[src/rtl/useq_stack_if.sv]
// Sequencer <-> CPU bus: opcode and status flags in, control word and
// sequencer status out. The stall line exists only when USEQ_STALL_EN is set.
interface useq_stack_if #(
    parameter int OPCODE_W = 7,
    parameter int UADDR_W  = 8,
    parameter int CTRL_W   = 27
);
    logic [OPCODE_W-1:0] opcode;
    logic                statusC;
    logic                statusZ;
`ifdef USEQ_STALL_EN
    logic                stall;
`endif
    logic [CTRL_W-1:0]   control;
    logic [UADDR_W-1:0]  uPC;
    logic                halted;
    logic                stackErr;

    // Sequencer side: drives the control word and its own status.
    modport master (
        input  opcode, statusC, statusZ,
`ifdef USEQ_STALL_EN
        input  stall,
`endif
        output control, uPC, halted, stackErr
    );

    // CPU / datapath side.
    modport slave (
        output opcode, statusC, statusZ,
`ifdef USEQ_STALL_EN
        output stall,
`endif
        input  control, uPC, halted, stackErr
    );
endinterface

[src/rtl/useq_stack.sv]
// Microsequencer with an asynchronous-read microcode ROM, C/Z conditional
// branches, opcode dispatch, CALL/RET on a bounded return stack, HALT and
// a sticky stack-error flag.
// Optional macro USEQ_STALL_EN adds a stall input that freezes all state.
// ROM word layout, MSB..LSB: ctrl[CTRL_W], op[3], target[UADDR_W].
// The ROM image is supplied as the packed parameter ROM_INIT (word i at
// bits [i*ROM_W +: ROM_W]); ROM_FILENAME names the source image it was
// generated from and is not read by the hardware.
module useq_stack #(
    parameter int OPCODE_W    = 7,
    parameter int UADDR_W     = 8,
    parameter int CTRL_W      = 27,
    parameter int STACK_DEPTH = 4,
    parameter     ROM_FILENAME = "urom.lst",
    parameter logic [(2**UADDR_W)*(CTRL_W+3+UADDR_W)-1:0] ROM_INIT = '0
) (
    input  logic          clock,
    input  logic          notReset,
    useq_stack_if.master  bus
);
    localparam int ROM_W = CTRL_W + 3 + UADDR_W;
    localparam int SP_W  = $clog2(STACK_DEPTH + 1);
    localparam int IDX_W = (STACK_DEPTH > 1) ? $clog2(STACK_DEPTH) : 1;

    typedef enum logic [2:0] {
        OP_SEQ  = 3'b000, OP_JMP  = 3'b001, OP_JC   = 3'b010, OP_JZ   = 3'b011,
        OP_DISP = 3'b100, OP_CALL = 3'b101, OP_RET  = 3'b110, OP_HALT = 3'b111
    } op_t;

    typedef enum logic {S_RUN, S_HALT} state_t;

    state_t              state, state_n;
    logic [UADDR_W-1:0]  upc, upc_n, upc_inc, tgt;
    logic [SP_W-1:0]     sp, sp_n;
    logic                err, err_n;
    logic                push;
    logic                stall;
    logic [ROM_W-1:0]    word;
    op_t                 op;
    logic [UADDR_W-1:0]  stack [2**IDX_W];
    logic [IDX_W-1:0]    push_idx, pop_idx;
    logic                unused_rom_name;

    assign unused_rom_name = ^ROM_FILENAME;

`ifdef USEQ_STALL_EN
    assign stall = bus.stall;
`else
    assign stall = 1'b0;
`endif

    // Asynchronous ROM read and field split.
    assign word    = ROM_INIT[upc*ROM_W +: ROM_W];
    assign op      = op_t'(word[UADDR_W +: 3]);
    assign tgt     = word[UADDR_W-1:0];
    assign upc_inc = upc + 1'b1;   // wraps modulo 2**UADDR_W

    assign push_idx = IDX_W'(sp);
    assign pop_idx  = IDX_W'(sp - 1'b1);

    assign bus.control  = word[ROM_W-1 -: CTRL_W];
    assign bus.uPC      = upc;
    assign bus.halted   = (state == S_HALT);
    assign bus.stackErr = err;

    // State register: uPC, stack pointer, sticky error, run/halt.
    always_ff @(posedge clock or negedge notReset) begin
        if (!notReset) begin
            state <= S_RUN;
            upc   <= '0;
            sp    <= '0;
            err   <= 1'b0;
        end else begin
            state <= state_n;
            upc   <= upc_n;
            sp    <= sp_n;
            err   <= err_n;
        end
    end

    // Return-stack storage; contents are not reset, sp alone marks validity.
    always_ff @(posedge clock) begin
        if (push) stack[push_idx] <= upc_inc;
    end

    // Next-state decode from the current op; errors halt with uPC held.
    always_comb begin
        state_n = state;
        upc_n   = upc;
        sp_n    = sp;
        err_n   = err;
        push    = 1'b0;
        if (state == S_RUN && !stall) begin
            case (op)
                OP_SEQ:  upc_n = upc_inc;
                OP_JMP:  upc_n = tgt;
                OP_JC:   upc_n = bus.statusC ? tgt : upc_inc;
                OP_JZ:   upc_n = bus.statusZ ? tgt : upc_inc;
                OP_DISP: upc_n = UADDR_W'(bus.opcode);
                OP_CALL: begin
                    if (sp == SP_W'(STACK_DEPTH)) begin
                        err_n   = 1'b1;
                        state_n = S_HALT;
                    end else begin
                        push  = 1'b1;
                        sp_n  = sp + 1'b1;
                        upc_n = tgt;
                    end
                end
                OP_RET: begin
                    if (sp == '0) begin
                        err_n   = 1'b1;
                        state_n = S_HALT;
                    end else begin
                        upc_n = stack[pop_idx];
                        sp_n  = sp - 1'b1;
                    end
                end
                OP_HALT: state_n = S_HALT;
                default: ;
            endcase
        end
    end
endmodule

[src/flat_wrapper.sv]
// flat-port wrapper written by rule: the top's interface ports become plain ports
module useq_stack_flat 
#(
    parameter int OPCODE_W    = 7,
    parameter int UADDR_W     = 8,
    parameter int CTRL_W      = 27,
    parameter int STACK_DEPTH = 4,
    parameter     ROM_FILENAME = "        ",
    parameter logic [(2**UADDR_W)*(CTRL_W+3+UADDR_W)-1:0] ROM_INIT = '0
)
  (clock, notReset, bus_opcode, bus_statusC, bus_statusZ, bus_control, bus_uPC, bus_halted, bus_stackErr);
  useq_stack_if #(.OPCODE_W(OPCODE_W), .UADDR_W(UADDR_W), .CTRL_W(CTRL_W)) bus_i ();
  input  logic clock;
  input  logic notReset;
  input wire logic [$bits(bus_i.opcode)-1:0] bus_opcode;
  input wire logic [$bits(bus_i.statusC)-1:0] bus_statusC;
  input wire logic [$bits(bus_i.statusZ)-1:0] bus_statusZ;
  output wire logic [$bits(bus_i.control)-1:0] bus_control;
  output wire logic [$bits(bus_i.uPC)-1:0] bus_uPC;
  output wire logic [$bits(bus_i.halted)-1:0] bus_halted;
  output wire logic [$bits(bus_i.stackErr)-1:0] bus_stackErr;
  assign bus_i.opcode = bus_opcode;
  assign bus_i.statusC = bus_statusC;
  assign bus_i.statusZ = bus_statusZ;
  assign bus_control = bus_i.control;
  assign bus_uPC = bus_i.uPC;
  assign bus_halted = bus_i.halted;
  assign bus_stackErr = bus_i.stackErr;
  useq_stack #(.OPCODE_W(OPCODE_W), .UADDR_W(UADDR_W), .CTRL_W(CTRL_W), .STACK_DEPTH(STACK_DEPTH), .ROM_FILENAME(ROM_FILENAME), .ROM_INIT(ROM_INIT)) u_core (.clock(clock), .notReset(notReset), .bus(bus_i));
endmodule
[config.mk]
export PLATFORM = sky130hd
export DESIGN_NAME = useq_stack_flat
export DESIGN_NICKNAME = d
export VERILOG_FILES = /design/src/rtl/useq_stack_if.sv /design/src/rtl/useq_stack.sv /design/src/flat_wrapper.sv
export SDC_FILE = /design/constraint.sdc
export NUM_CORES = 1
export LEC_CHECK = 0
export CORE_MARGIN = 2
export CORE_UTILIZATION = 30
export DETAILED_ROUTE_END_ITERATION = 12
export PLACE_DENSITY = 0.81
export SLEW_MARGIN = 30
export SYNTH_ARGS = -nofsm -noshare
export SYNTH_HDL_FRONTEND = slang
export SYNTH_SLANG_ARGS = --single-unit
[constraint.sdc]
create_clock -name clock -period 1.4 [get_ports clock]
set_input_delay 0.42 -clock clock [delete_from_list [all_inputs] [get_ports clock]]
set_output_delay 0.42 -clock clock [all_outputs]
set_load 0.02 [all_outputs]
==> results of run 1 <==
power by group:
group | leakage (nW) | switching [W] | internal (W)
Clock | 0.0138 | 0.0000792 | 0.0000981
Sequential | 0.0973 | 0 | 0.000231
Combinational | 0.240 | 0.0000730 | 0.00000247
Total | 0.351 | 0.000152 | 0.000332
cells in the final DEF, fill, tap and decap left out:
cell	n
inv_1	1
nand3_1	3
ha_1	1
clkdlybuf4s15_1	8
nand2_2	1
xor2_1	4
nor2_1	2
buf_4	8
clkdlybuf4s50_1	1
nor3_2	1
conb_1	29
xnor2_1	2
dfrtp_1	8
clkbuf_4	3
nand2_1	2
layout make-up:
cell class / count / share of cell area, %
timing repair buffer: 17 / 23.9
clock buffer: 3 / 3.59
sequential: 8 / 31.9
tap: 25 / 4.98
inverter: 1 / 0.598
multi-input combinational: 45 / 35.1
final timing paths:
path / startpoint / to / slack, ns / depth (start not counted)
max reg2reg: u_core.bus.uPC[0]$_DFF_PN0_ / u_core.bus.uPC[6]$_DFF_PN0_ / 0.24 / 5
min reg2reg: u_core.bus.uPC[7]$_DFF_PN0_ / u_core.bus.uPC[7]$_DFF_PN0_ / 0.54 / 2
max: u_core.bus.uPC[3]$_DFF_PN0_ / bus_uPC[3] / 0.05 / 1
min in group clock: u_core.bus.uPC[7]$_DFF_PN0_ / u_core.bus.uPC[7]$_DFF_PN0_ / 0.54 / 2
min: notReset / u_core.bus.uPC[7]$_DFF_PN0_ / 0.44 / 1
max in group asynchronous: notReset / u_core.bus.uPC[3]$_DFF_PN0_ / 0.69 / 1
through the flow:
step           area (um^2)  hold slack [ns]  total power [W]
6_report               628            0.440         0.000484
5_1_grt                628            0.463         0.000517
4_1_cts                618            0.448         0.000494
3_5_place_dp           606            0.530         0.000310
3_3_place_gp           606            0.525         0.000309
2_1_floorplan          642            0.124         0.000365
kinds of logic after synthesis:
logic type / count (synthesis) / share of synthesized area [%]
XOR/XNOR: 6 / 9.79
adder cells (fa/ha/maj): 1 / 2.33
buffers and inverters: 30 / 41.3
flip-flops: 8 / 37.3
other: 1 / 0.699
AND/OR/NAND/NOR: 9 / 8.63
routing by layer:
| layer | up-vias | GRT usage, % |
|---|---|---|
| met3 | 0 | 7.84 |
| met4 | 0 | 3.43 |
| met1 | 138 | 10.3 |
| li1 | 149 | - |
| met2 | 28 | 10.8 |
| met5 | - | 0 |
repair_timing:
action	in CTS	in global routing
hold buffers	0	0
endpoints found under the hold margin	0	0
resized for setup	8	8
setup endpoints to repair	8	8
==> summary.txt, run 1 <==
Outcome
  • Status: complete, no violations

Drt
  • Wire length on met3: 112 um
  • Post-DR vias/cell: 3.18
  • Initial drt markers: 2
  • Max layer used: met3
  • Final ANT Viol Nets: 0
  • Total number of vias: 315
  • Detailed Routing Iterations Pass 1: 2
  • WL met2: 289 um
  • M1 WL: 308 um
  • Number of remaining DRC errors: 0
  • Final wirelength: 710 um
  • Routed wire length per instance: 7.17 um

Place
  • Placer Congestion: 0.715
  • I/O Buffers: 9
  • Placed insts: 96
  • Pre-CTS setup slack: 0.0307 ns
  • DP HPWL: 581 um

Clock network
  • CTS tree: yes
  • Post-CTS Setup Bufs: 0
  • CTS clk-pin slew, worst paths: 0.06 ns
  • H-tree levels: 1
  • Clk sinks: 8
  • Clock Path Buffers: 2
  • TritonCTS buffer count: 3
  • Root Buffer: clkbuf_4
  • Clock Latency Late Sink: 0.26 ns

Yosys
  • Mapped Area: 537 um^2
  • Mapped Cells: 55
  • Mean post-synth cell area: 9.76 um^2
  • Async S/R FF share, synth: 100%
  • Post-synth top cells: 29 x buf_4, 8 x dfrtp_1, 4 x xor2_1
  • Synth warnings: 0
  • Yosys cell types: 12
  • Post-synth top area share: 40.6%
  • Cell with the most instances after synthesis: buf_4
  • Yosys reg bits: 8
  • Cell taking the most area after synthesis: buf_4
  • Top post-synthesis cells by area: buf_4 41%, dfrtp_1 37%, xor2_1 6.5%, xnor2_1 3.3%, nand3_1 2.8%
  • Register area share after synthesis: 37.3%
  • Top flip-flop cell by instance count after synthesis: dfrtp_1
  • Post-synth EDFFs: 0

Finish
  • Area of the multi-input gates: 220 um^2
  • Reg area: 200 um^2
  • Max reg flops: 8
  • Fillcell total: 179
  • Antenna cells: 0
  • Fin nets: 88
  • Post-Layout Cell Count: 99
  • Synthesis-to-layout area growth: 17.0%
  • Final core occ: 36.8%
  • Fraction of layout cells with a size suffix above 1: 17.6%

Global routing
  • First-pass GRT wire length: 1210 um
  • Number of antenna violations at the first check in global routing: 0
  • Vias in the first global route: 266
  • Pin count of the biggest net entering global routing: 9
  • Total gr overflow: 0
  • GRT Util Overall: 8.68%

Setup path
  • CP max FO: 2
  • Worst setup SP type: flop
  • Crit path required time: 0.98 ns
  • Slowest-stage cell, CP: dfrtp_1
  • Crit-path leading delay family: flip-flops
  • CP cell instances: clkdlybuf4s15_1
  • Worst Setup End Kind: output port
  • Crit Path Category: reg2out
  • WP buf/inv: 1
  • WP data arrival: 0.93 ns
  • Largest stage delay, worst path: 0.38 ns

Power
  • Worst VDD drop: 0.479 mV
  • Pleak: 0.351 nW
  • PD cells: 771 nW/um^2

Floorplanning
  • Die area: 2140 um^2
  • Num ports: 48
  • Die Ht: 46.3 um
  • Rows: 15
  • Starting density of the core: 31.4%
  • Die Span X: 46.3 um
  • Core ar.: 1710 um^2

Timing
  • Fin crit period: 1.35 ns
  • Worst Setup Slack, final: 0.0533 ns
  • F_max: 743 MHz
  • Unrepaired setup endpoints after global routing: false
  • Max-slew violations: 0
  • Final-report hold violation count: 0
  • Final setup viols: 0
  • Final setup TNS: 0 ns
  • Clock skew: 0.00558 ns
  • Crit share post-route: 96.2%

Min path
  • Worst Hold Class: in2async

Run
  • Max-cap violations: 0
Note: power is estimated with default switching activity, not from simulation.
==> inputs of run 2 (changes only) <==
Settings changed: CELL_PAD_IN_SITES_DETAIL_PLACEMENT from default to 1, CELL_PAD_IN_SITES_GLOBAL_PLACEMENT from default to 2, CORE_UTILIZATION 30 to 15, MAX_ROUTING_LAYER from default to met4, PLACE_DENSITY 0.81 to 0.8.
==> run 2 against run 1 <==
Setup slack got worse by 0.010 ns; clock power fell by 4%; sequential power about the same; critical endpoint is now bus_uPC[6]; largest cell class unchanged.
==> summary.txt, run 2 (same netlist as run 1, synthesis figures left out) <==
Floorplanning
  • Die area: 4070 um^2 (was 2140 um^2)
  • Core ar.: 3390 um^2 (was 1710 um^2)
  • Die Ht: 63.8 um (was 46.3 um)
  • Num ports: 48 (unchanged)
  • Rows: 21 (was 15)
  • Starting density of the core: 15.8% (was 31.4%)
  • Die Span X: 63.8 um (was 46.3 um)

Drt
  • Routed wire length per instance: 7.17 um (about the same)
  • Final wirelength: 846 um (was 710 um)
  • Post-DR vias/cell: 2.64 (was 3.18)
  • Initial drt markers: 2 (unchanged)
  • Detailed Routing Iterations Pass 1: 2 (unchanged)
  • Total number of vias: 312 (was 315)
  • Number of remaining DRC errors: 0 (unchanged)
  • Final ANT Viol Nets: 0 (unchanged)

Timing
  • Unrepaired setup endpoints after global routing: false (unchanged)
  • Fin crit period: 1.36 ns (was 1.35 ns)
  • Final-report hold violation count: 0 (unchanged)
  • Final setup viols: 0 (unchanged)
  • Clock skew: 0.00133 ns (was 0.00558 ns)
  • F_max: 737 MHz (was 743 MHz)
  • Crit share post-route: 96.9% (was 96.2%)
  • Max-slew violations: 0 (unchanged)

Clock network
  • Post-CTS Setup Bufs: 0 (unchanged)
  • H-tree levels: 1 (unchanged)
  • Clock Latency Late Sink: 0.25 ns (was 0.26 ns)
  • CTS tree: yes (unchanged)
  • Clock Path Buffers: 2 (unchanged)
  • Clk sinks: 8 (unchanged)
  • TritonCTS buffer count: 3 (unchanged)
  • Post-CTS Hold Buffers: 0 (unchanged)
  • Root Buffer: clkbuf_4 (unchanged)
  • CTS clk-pin slew, worst paths: 0.05 ns (was 0.06 ns)

Run
  • Max-cap violations: 0 (unchanged)

Finish
  • Fraction of layout cells with a size suffix above 1: 19.4% (was 17.6%)
  • Commonest non-fill, non-tap cells in the layout: 29 x conb_1, 7 x dfrtp_1, 6 x buf_4 (was 29 x conb_1, 8 x clkdlybuf4s15_1, 8 x buf_4, 8 x dfrtp_1, 4 x xor2_1)
  • Synthesis-to-layout area growth: 17.2% (was 17.0%)
  • Max reg flops: 8 (unchanged)
  • Final core occ: 18.6% (was 36.8%)
  • Fillcell total: 409 (was 179)
  • Antenna cells: 0 (unchanged)
  • Post-Layout Cell Count: 118 (was 99)
  • Fin nets: 86 (was 88)
  • Commonest non-fill, non-tap cell in the layout: conb_1 (unchanged)

Global routing
  • First-pass GRT wire length: 1350 um (was 1210 um)
  • Pin count of the biggest net entering global routing: 9 (unchanged)
  • Total gr overflow: 0 (unchanged)
  • Number of antenna violations at the first check in global routing: 0 (unchanged)
  • GRT Util Overall: 4.64% (was 8.68%)
  • Vias in the first global route: 286 (was 266)

Setup path
  • Worst flop-to-flop path endpoint: u_core.bus.uPC[6]$_DFF_PN0_ (unchanged)
  • Crit path required time: 0.98 ns (about the same)
  • Slowest-stage cell, CP: dfrtp_1 (unchanged)
  • WP buf/inv: 1 (unchanged)
  • Worst Setup End Kind: output port (unchanged)
  • Reg-to-reg slack, setup: 0.19 ns (was 0.24 ns)
  • Crit Path Category: reg2out (unchanged)
  • Worst setup SP type: flop (unchanged)
  • CP cell instances: dlygate4sd2_1 (was clkdlybuf4s15_1)
  • Origin of the critical flop-to-flop path: u_core.bus.uPC[1]$_DFF_PN0_ (was u_core.bus.uPC[0]$_DFF_PN0_)
  • WP data arrival: 0.94 ns (was 0.93 ns)
  • Largest stage delay, worst path: 0.37 ns (was 0.38 ns)
  • Cells on worst reg2reg path: 5 (unchanged)
  • CP max FO: 2 (unchanged)
  • Crit-path leading delay family: flip-flops (unchanged)

Place
  • DP HPWL: 731 um (was 581 um)
  • I/O Buffers: 9 (unchanged)
  • Placed insts: 115 (was 96)
  • Placer Congestion: 0.718 (was 0.715)

Outcome
  • Status: complete, no violations (unchanged)

Min path
  • Worst Hold Class: in2async (unchanged)

Power
  • PD cells: 758 nW/um^2 (was 771 nW/um^2)
  • Pleak: 0.343 nW (was 0.351 nW)
  • Worst VDD drop: 0.381 mV (was 0.479 mV)
## run 2: cell types whose count changed in the layout (fill, tap and decap cells not counted)
| cell | before | now |
|---|---|---|
| dfrtp_1 | 8 | 7 |
| clkdlybuf4s15_1 | 8 | 5 |
| buf_4 | 8 | 6 |
| dlygate4sd2_1 | 0 | 1 |
| dfrtp_2 | 0 | 1 |
| buf_2 | 0 | 2 |
## run 2: where the power goes
| part | switching (W) | internal, W | leakage (nW) |
|---|---|---|---|
| sequential | 0 | 0.000232 | 0.0970 |
| combinational | 0.0000734 | 0.00000247 | 0.232 |
| clock | 0.0000721 | 0.0000977 | 0.0138 |
| total | 0.000146 | 0.000332 | 0.343 |
## run 2: metal layers
| metal | up-vias | track usage (%) | routed length (um) |
|---|---|---|---|
| li1 | 146 | - | - |
| met3 | 0 | 3.87 | 134 |
| met5 | - | - | 0 |
| met1 | 140 | 5.39 | 369 |
| met4 | 0 | 1.63 | 0 |
| met2 | 26 | 5.73 | 342 |
## run 2: worst max path at each step
stage	startpoint	end	slack [ns]	cells past startpoint
after floorplan	u_core.bus.uPC[0]$_DFF_PN0_	u_core.bus.uPC[6]$_DFF_PN0_	0.23	4
after global routing	u_core.bus.uPC[6]$_DFF_PN0_	bus_uPC[6]	0.006	1
after detailed placement	u_core.bus.uPC[2]$_DFF_PN0_	bus_uPC[2]	-0.08	1
after CTS	u_core.bus.uPC[3]$_DFF_PN0_	bus_uPC[3]	0.0007	1
final	u_core.bus.uPC[6]$_DFF_PN0_	bus_uPC[6]	0.04	1
after global placement	u_core.bus.uPC[2]$_DFF_PN0_	bus_uPC[2]	-0.07	1
## run 2: area by class of cell
cell class	count	area (um^2)	share of cell area, %
Tap cell	46	57.6	9.15
Inverter	1	3.75	0.596
Timing Repair Buffer	15	124	19.7
Clock buffer	3	22.5	3.58
Multi-Input combinational cell	45	220	35.0
Sequential cell	8	201	32.0
## run 2: what timing repair did
item | in CTS | in global routing
pin swaps | 0 | 0
setup endpoints to repair | 8 | 6
gates cloned | 0 | 0
gates resized for setup | 13 | 7
## run 2: metrics by stage
stage	total power [W]	instance area (um^2)	setup WS [ns]	hold WS, ns	TNS (ns)
floorplan	0.000365	642	0.234	0.124	0
global placement	0.000309	617	-0.0692	0.490	-0.108
detailed placement	0.000310	617	-0.0772	0.518	-0.135
CTS	0.000490	628	0.000750	0.461	0
global route	0.000504	629	0.00623	0.478	0
finish	0.000477	629	0.0433	0.457	0
